<file path="config.mk">
export PLATFORM = sky130hd
export DESIGN_NAME = frame_reader_master_flat
export DESIGN_NICKNAME = d
export VERILOG_FILES = /design/src/rtl/frame_reader_master_if.sv /design/src/rtl/frame_reader_master.sv /design/src/flat_wrapper.sv
export SDC_FILE = /design/constraint.sdc
export NUM_CORES = 1
export LEC_CHECK = 0
export CORE_MARGIN = 5
export CORE_UTILIZATION = 35
export DETAILED_ROUTE_END_ITERATION = 8
export RECOVER_POWER = 100
export SLEW_MARGIN = 20
export SYNTH_ARGS = -nofsm -noshare
export SYNTH_HDL_FRONTEND = slang
export SYNTH_SLANG_ARGS = --single-unit
</file>
<file path="constraint.sdc">
create_clock -name clk_i -period 4.2 [get_ports clk_i]
set_input_delay 0.84 -clock clk_i [delete_from_list [all_inputs] [get_ports clk_i]]
set_output_delay 0.84 -clock clk_i [all_outputs]
set_load 0.005 [all_outputs]
</file>
<file path="src/rtl/frame_reader_master_if.sv">
// rtl/frame_reader_master_if.sv - Avalon-MM read port and pixel FIFO write port bundle
//
// master modport (frame reader side):
//   out: avm_read, avm_address, avm_byteenable, fifo_wr_en, fifo_data
//   in : avm_waitrequest, avm_readdatavalid, avm_readdata, fifo_level
// slave modport is the mirror image (SDRAM controller + pixel FIFO side).
interface frame_reader_master_if #(
  parameter int ADDR_W  = 30,
  parameter int DATA_W  = 32,
  parameter int LEVEL_W = 10
) ();
  logic                  avm_read;
  logic [ADDR_W-1:0]     avm_address;
  logic [DATA_W/8-1:0]   avm_byteenable;
  logic                  avm_waitrequest;
  logic                  avm_readdatavalid;
  logic [DATA_W-1:0]     avm_readdata;
  logic [LEVEL_W-1:0]    fifo_level;
  logic                  fifo_wr_en;
  logic [DATA_W-1:0]     fifo_data;

  modport master (
    output avm_read, avm_address, avm_byteenable, fifo_wr_en, fifo_data,
    input  avm_waitrequest, avm_readdatavalid, avm_readdata, fifo_level
  );

  modport slave (
    input  avm_read, avm_address, avm_byteenable, fifo_wr_en, fifo_data,
    output avm_waitrequest, avm_readdatavalid, avm_readdata, fifo_level
  );
endinterface

</file>
<file path="src/rtl/frame_reader_master.sv">
// rtl/frame_reader_master.sv - pipelined Avalon-MM read master streaming one frame per pass into the pixel FIFO
//
// Ports:
//   clk_i          system clock, rising edge
//   rst_i          asynchronous active-high reset
//   enable_i       level; high keeps reading frames back to back
//   frame_base_i   frame start address, sampled when a frame starts
//   bus            frame_reader_master_if.master (Avalon read port + FIFO write port)
//   frame_start_o  one-cycle pulse when the frame base is latched
//   frame_done_o   one-cycle pulse with the last FIFO write of a frame
//   busy_o         high whenever not idle
module frame_reader_master #(
  parameter int ADDR_W          = 30,
  parameter int DATA_W          = 32,
  parameter int WORDS_PER_FRAME = 307200,
  parameter int ADDR_STRIDE     = 1,
  parameter int MAX_PENDING     = 4,
  parameter int FIFO_DEPTH      = 512,
  parameter int LEVEL_W         = 10
) (
  input  logic                clk_i,
  input  logic                rst_i,
  input  logic                enable_i,
  input  logic [ADDR_W-1:0]   frame_base_i,
  frame_reader_master_if.master bus,
  output logic                frame_start_o,
  output logic                frame_done_o,
  output logic                busy_o
);
  localparam int ISS_W  = $clog2(WORDS_PER_FRAME + 1);
  localparam int PEND_W = $clog2(MAX_PENDING + 1);
  localparam logic [ISS_W-1:0]  ISS_LAST = ISS_W'(WORDS_PER_FRAME);
  localparam logic [PEND_W-1:0] PEND_MAX = PEND_W'(MAX_PENDING);

  typedef enum logic [1:0] {IDLE, ISSUE, DRAIN} state_e;

  state_e              state_q;
  logic [ADDR_W-1:0]   addr_q, addr_d;
  logic [ISS_W-1:0]    issued_q, issued_d;
  logic [PEND_W-1:0]   pending_q, pending_d;
  logic                avm_read_q;
  logic                fifo_wr_en_q, fifo_wr_en_d;
  logic [DATA_W-1:0]   fifo_data_q;
  logic                frame_start_q, frame_done_q;
  logic [LEVEL_W-1:0]  level;
  logic                accept, ret, credit_ok, can_issue;

  assign level = bus.fifo_level;

  // Everything below is evaluated on post-update counts so a request can be
  // re-issued in the cycle right after the previous one was accepted.
  always_comb begin
    accept       = avm_read_q & ~bus.avm_waitrequest;
    // A return with nothing outstanding belongs to a read issued before reset.
    ret          = bus.avm_readdatavalid & (pending_q != '0);
    fifo_wr_en_d = ret;
    addr_d       = accept ? addr_q + ADDR_W'(ADDR_STRIDE) : addr_q;
    issued_d     = issued_q + ISS_W'(accept);
    pending_d    = pending_q;
    if (accept && !ret) begin
      pending_d = pending_q + PEND_W'(1);
    end else if (!accept && ret) begin
      pending_d = pending_q - PEND_W'(1);
    end
    // Reserve room for every word already stored, in flight or about to be
    // written, plus the new request, so the FIFO can never overflow.
    credit_ok = (32'(level) + 32'(pending_d) + 32'(fifo_wr_en_d) + 32'd1) < 32'(FIFO_DEPTH);
    can_issue = (issued_d < ISS_LAST) && (pending_d < PEND_MAX) && credit_ok;
  end

  always_ff @(posedge clk_i or posedge rst_i) begin
    if (rst_i) begin
      state_q       <= IDLE;
      addr_q        <= '0;
      issued_q      <= '0;
      pending_q     <= '0;
      avm_read_q    <= 1'b0;
      fifo_wr_en_q  <= 1'b0;
      fifo_data_q   <= '0;
      frame_start_q <= 1'b0;
      frame_done_q  <= 1'b0;
    end else begin
      frame_start_q <= 1'b0;
      frame_done_q  <= 1'b0;
      fifo_wr_en_q  <= fifo_wr_en_d;
      if (ret) begin
        fifo_data_q <= bus.avm_readdata;
      end
      addr_q    <= addr_d;
      issued_q  <= issued_d;
      pending_q <= pending_d;

      case (state_q)
        IDLE: begin
          avm_read_q <= 1'b0;
          if (enable_i) begin
            state_q       <= ISSUE;
            addr_q        <= frame_base_i;
            issued_q      <= '0;
            frame_start_q <= 1'b1;
          end
        end
        ISSUE: begin
          if (issued_d == ISS_LAST) begin
            state_q    <= DRAIN;
            avm_read_q <= 1'b0;
          end else if (avm_read_q && bus.avm_waitrequest) begin
            // Stalled request stays put; credits are not re-checked.
            avm_read_q <= 1'b1;
          end else begin
            avm_read_q <= can_issue;
          end
        end
        DRAIN: begin
          avm_read_q <= 1'b0;
          // pending reaches zero on the edge that launches the final FIFO write,
          // so frame_done lines up with that write.
          if (pending_d == '0) begin
            frame_done_q <= 1'b1;
            if (enable_i) begin
              state_q       <= ISSUE;
              addr_q        <= frame_base_i;
              issued_q      <= '0;
              frame_start_q <= 1'b1;
            end else begin
              state_q <= IDLE;
            end
          end
        end
        default: state_q <= IDLE;
      endcase
    end
  end

  assign bus.avm_read       = avm_read_q;
  assign bus.avm_address    = addr_q;
  assign bus.avm_byteenable = '1;
  assign bus.fifo_wr_en     = fifo_wr_en_q;
  assign bus.fifo_data      = fifo_data_q;
  assign frame_start_o      = frame_start_q;
  assign frame_done_o       = frame_done_q;
  assign busy_o             = (state_q != IDLE);
endmodule

</file>
<file path="src/flat_wrapper.sv">
// flat-port wrapper written by rule: the top's interface ports become plain ports
module frame_reader_master_flat 
#(
  parameter int ADDR_W          = 30,
  parameter int DATA_W          = 32,
  parameter int WORDS_PER_FRAME = 307200,
  parameter int ADDR_STRIDE     = 1,
  parameter int MAX_PENDING     = 4,
  parameter int FIFO_DEPTH      = 512,
  parameter int LEVEL_W         = 10
)
  (clk_i, rst_i, enable_i, frame_base_i, frame_start_o, frame_done_o, busy_o, bus_avm_read, bus_avm_address, bus_avm_byteenable, bus_fifo_wr_en, bus_fifo_data, bus_avm_waitrequest, bus_avm_readdatavalid, bus_avm_readdata, bus_fifo_level);
  frame_reader_master_if #(.ADDR_W(ADDR_W), .DATA_W(DATA_W), .LEVEL_W(LEVEL_W)) bus_i ();
  input  logic clk_i;
  input  logic rst_i;
  input  logic enable_i;
  input  logic [ADDR_W-1:0] frame_base_i;
  output logic frame_start_o;
  output logic frame_done_o;
  output logic busy_o;
  output wire logic [$bits(bus_i.avm_read)-1:0] bus_avm_read;
  output wire logic [$bits(bus_i.avm_address)-1:0] bus_avm_address;
  output wire logic [$bits(bus_i.avm_byteenable)-1:0] bus_avm_byteenable;
  output wire logic [$bits(bus_i.fifo_wr_en)-1:0] bus_fifo_wr_en;
  output wire logic [$bits(bus_i.fifo_data)-1:0] bus_fifo_data;
  input wire logic [$bits(bus_i.avm_waitrequest)-1:0] bus_avm_waitrequest;
  input wire logic [$bits(bus_i.avm_readdatavalid)-1:0] bus_avm_readdatavalid;
  input wire logic [$bits(bus_i.avm_readdata)-1:0] bus_avm_readdata;
  input wire logic [$bits(bus_i.fifo_level)-1:0] bus_fifo_level;
  assign bus_avm_read = bus_i.avm_read;
  assign bus_avm_address = bus_i.avm_address;
  assign bus_avm_byteenable = bus_i.avm_byteenable;
  assign bus_fifo_wr_en = bus_i.fifo_wr_en;
  assign bus_fifo_data = bus_i.fifo_data;
  assign bus_i.avm_waitrequest = bus_avm_waitrequest;
  assign bus_i.avm_readdatavalid = bus_avm_readdatavalid;
  assign bus_i.avm_readdata = bus_avm_readdata;
  assign bus_i.fifo_level = bus_fifo_level;
  frame_reader_master #(.ADDR_W(ADDR_W), .DATA_W(DATA_W), .WORDS_PER_FRAME(WORDS_PER_FRAME), .ADDR_STRIDE(ADDR_STRIDE), .MAX_PENDING(MAX_PENDING), .FIFO_DEPTH(FIFO_DEPTH), .LEVEL_W(LEVEL_W)) u_core (.clk_i(clk_i), .rst_i(rst_i), .enable_i(enable_i), .frame_base_i(frame_base_i), .bus(bus_i), .frame_start_o(frame_start_o), .frame_done_o(frame_done_o), .busy_o(busy_o));
endmodule
</file>
==> run_results.csv, run 1 <==
group,metric,value,unit
run_status,outcome,"finished with violations",
run_status,violations,"capacitance limit, slew limit",
synthesis,synth_edf_count,0,
floorplanning,coreArea,0.01372,mm^2
synthesis,post-synth-top-area-fraction,46.46,%
clocking,clockBufferDepth,2,
critical_path,end_kind,"flop",
final_layout,layout-drive-gt1-share,6.498,%
critical_path,cp.required,4490,ps
critical_path,max_stage_delay,540,ps
detailed_routing,drt_wl_total,12160,um
run,cap_violations,1,
clocking,numClockSinks,90,
sta,rsz0062_at_grt,"false",
synthesis,synth_area,0.004847,mm^2
final_layout,final-seq-area,0.002252,mm^2
power_and_ir_drop,p_comb_share,36.1,%
grt,gr-usage-met1,18.95,%
floorplanning,rows,43,
floorplanning,io_pins,148,
sta,tns,0,ps
synthesis,synth_area_leaders,"dfrtp_1 (46%), nand2_1 (9.4%), mux2_4 (8.7%)",
synthesis,async_flop_share,100.0,%
placement,dp_slack,0.2665,ps
critical_path,regToRegEndpoint,"u_core.bus.avm_read$_DFFE_PP0P_",
grt,grt_antenna_before_repair,0,
grt,grt_pass1_wl,20390,um
synthesis,synth_cell_types,58,
placement,port_buffers,143,
power_and_ir_drop,vdd_drop_max,242.7,uV
detailed_routing,first_iter_violations,153,
synthesis,syn_inst,482,
power_and_ir_drop,p_clk_share,24.6,%
grt,grt_busiest_layer,"met2",
grt,grt_max_degree,49,
synthesis,syn_avg_cell_area,10.06,um^2
final_layout,nFillCells,1285,
final_layout,fin_cells,811,
clocking,clk_pin_slew,70,ps
synthesis,synth_top_cell_by_area,"dfrtp_1",
sta,skew,8.254,ps
floorplanning,die_w,127.7,um
critical_path,critPathBufInv,2,
sta,slew_headroom,-45.49,%
power_and_ir_drop,p_int,0.002288,W
critical_path,reg2reg_from,"u_core.pending_q[1]$_DFF_PP0_",
critical_path,r2r_cells,15,
sta,finalHoldViolCount,0,
critical_path,path_cells,"clkdlybuf4s50_1, nand2b_4, clkinv_4, maj3_1, mux2i_1, ha_1, a21o_1, a21oi_1, nand3b_1, mux2_2, or3_1, nor4_1, a211o_1",
detailed_routing,via_count,3857,
clocking,cts-buffers-inserted,9,
critical_path,cp.arrival,4100,ps
placement,dp_hpwl,8995,um
clocking,clock_latency,350,ps
final_layout,fin_nets,713,
clocking,root_buffer,"clkbuf_16",
grt,grt-ovfl-total,0,
power_and_ir_drop,sw_frac_of_total,33.39,%
worst_hold_path,hold_path.class,"reg -> reg",
power_and_ir_drop,switchingPower,0.001146,W
synthesis,ys_top_cells_by_count,"nand2_1 (122), dfrtp_1 (90), nor2_1 (32), xnor2_1 (32), mux2_4 (28)",
synthesis,synth_seq_cells,90,
sta,fmax,262.5,MHz
grt,grt_pass1_vias,4135,
synthesis,ys.flop_type,"dfrtp_1",
power_and_ir_drop,leakagePower,2.934,nW
final_layout,multi_input_area,0.002278,mm^2
clocking,cts.htree.levels,3,
critical_path,crit_family,"simple AND/OR/NAND/NOR gates",
worst_hold_path,min_path_cells,2,
synthesis,yosysMostFrequentCell,"nand2_1",
clocking,ctsResizeCount,0,
critical_path,startpoint_type,"primary input",
sta,final-setup-viol-count,0,
floorplanning,die_y,127.7,um
sta,timing_max_transition_violations_final,49,
grt,use_met3,6.625,%
floorplanning,die-area,0.01630,mm^2
sta,period_share,90.71,%
final_layout,diodes,0,
placement,placed_cells,795,
worst_hold_path,hold_start,"u_core.bus.fifo_data[1]$_DFFE_PP0P_",
detailed_routing,dr.pass1.iters,4,
synthesis,yosysSeqAreaShare,46.46,%
worst_hold_path,worstHoldEndpoint,"u_core.bus.fifo_data[1]$_DFFE_PP0P_",
grt,use_met2,24.65,%
detailed_routing,wire_per_inst,14.99,um
detailed_routing,drc,0,
synthesis,yosysWarnings,0,
clocking,tritoncts,"done",
critical_path,slowest_stage,"clkdlybuf4s50_1",
detailed_routing,antenna_left,0,
clocking,cts_setup_buffers,0,
sta,fin_ws,390.3,ps
critical_path,critical_path_class,"in -> reg",
critical_path,worstPathMaxFanout,7,
power_and_ir_drop,total_power,0.003434,W
sta,worstMarginPinSlew,2170,ps
power_and_ir_drop,seq_power_share,39.4,%
detailed_routing,vias_per_cell,4.756,
final_layout,areaGrowthSynthToFinish,36.37,%
power_and_ir_drop,p_per_area,519.5,mW/mm^2
sta,period_needed,3810,ps
floorplanning,initial_utilization,35.33,%
critical_path,timing.reg2reg.setup_slack,500,ps
placement,gp_congestion,0.8007,
clocking,cts_hold_buf,0,
grt,grt_usage,15.51,%
-- flip-flops by register name, summed over array words and instances (netlist names) --
register	count
u_core.bus.avm_address	30
u_core.bus.avm_read	1
u_core.bus.fifo_data	32
u_core.bus.fifo_wr_en	1
u_core.frame_done_o	1
u_core.frame_start_o	1
u_core.issued_q	19
u_core.pending_q	3
u_core.state_q	2
-- routing by layer --
| metal | wire [um] | vias up |
|---|---|---|
| met4 | 204 | 0 |
| met2 | 5642 | 119 |
| met5 | 0 | - |
| li1 | - | 1897 |
| met1 | 5136 | 1828 |
| met3 | 1173 | 13 |
-- placed cells by master, fill, tap and decap left out, drive strengths merged, types with 5 or more instances in the layout --
cell type      instances
nand2                123
dfrtp                 90
clkdlybuf4s50         75
dlygate4sd3           68
nor2                  33
xnor2                 32
mux2                  31
xor2                  22
nand3                 19
inv                   18
clkbuf                13
nor4                   9
ha                     9
nand4                  8
and3                   8
and4                   6
clkinv                 5
-- cell families (layout without fill, tap and decap cells) --
kind of cell / Yosys count / in the layout / synth area share (%)
simple gates: 231 / 231 / 22.72
flops: 90 / 90 / 46.46
xor+xnor: 54 / 54 / 9.757
buf+inv: 39 / 185 / 4.543
mux: 34 / 34 / 9.990
compound gates: 21 / 21 / 3.305
fa+ha+maj: 12 / 12 / 3.149
other cells: 1 / 4 / 0.07737
-- final cells by class --
class,count,share of cell area (%)
repair buffers,151,22.35
inverters,18,1.117
clock buffers,9,3.407
clock inverters,7,1.174
flip-flops and latches,90,34.07
well taps,180,3.407
multi-input cells,356,34.47
-- metrics by stage --
step                      util (%)  cell area, um^2  hold slack (ps)
after floorplan                  -             4858            469.7
after global placement       46.87             6430            457.7
after detailed placement     46.87             6430            465.3
after CTS                    49.07             6733            479.4
after global routing         48.18             6610            506.8
final                        48.18             6610            470.1
-- worst max-delay path by stage --
| stage | slack, ps | from | cells after the start | endpoint |
|---|---|---|---|---|
| 3_3_place_gp | 130 | bus_avm_waitrequest | 11 | u_core.bus.avm_read$_DFFE_PP0P_ |
| 2_1_floorplan | 670 | bus_avm_waitrequest | 12 | u_core.bus.avm_read$_DFFE_PP0P_ |
| 5_1_grt | 100 | u_core.pending_q[1]$_DFF_PP0_ | 12 | u_core.state_q[0]$_DFFE_PP0P_ |
| 4_1_cts | 380 | bus_avm_waitrequest | 10 | u_core.state_q[0]$_DFFE_PP0P_ |
| 3_5_place_dp | 0.3 | bus_avm_waitrequest | 10 | u_core.state_q[0]$_DFFE_PP0P_ |
| 6_report | 390 | bus_avm_waitrequest | 13 | u_core.bus.avm_read$_DFFE_PP0P_ |
-- worst register-to-register path, stage by stage, from the launching register on --
cell and delay, ps:
dfrtp_1 400, inv_1 130, ha_1 160, inv_1 40, o21ai_0 430, inv_2 70, maj3_1 340, mux2i_1 240
ha_1 280, a21o_1 150, a21oi_1 210, nand3b_1 150, mux2_2 330, or3_1 310, nor4_1 260, a211o_1 140
-- power by group through the flow --
stage / combinational (W) / sequential [W] / clock (W)
after CTS: 0.00146 / 0.00137 / 0.000863
after detailed placement: 0.00145 / 0.00138 / 0
after global routing: 0.00139 / 0.00140 / 0.000899
after floorplan: 0.000740 / 0.00135 / 0
final: 0.00124 / 0.00135 / 0.000844
after global placement: 0.00142 / 0.00137 / 0
(Power assumes the default switching activity.)
==> run 2, diff against run 1 <==
HOLD_SLACK_MARGIN = 0.03   (was unset)
==> results of run 2 <==
No change in the layout: final DEF, timing and power equal those of run 1.
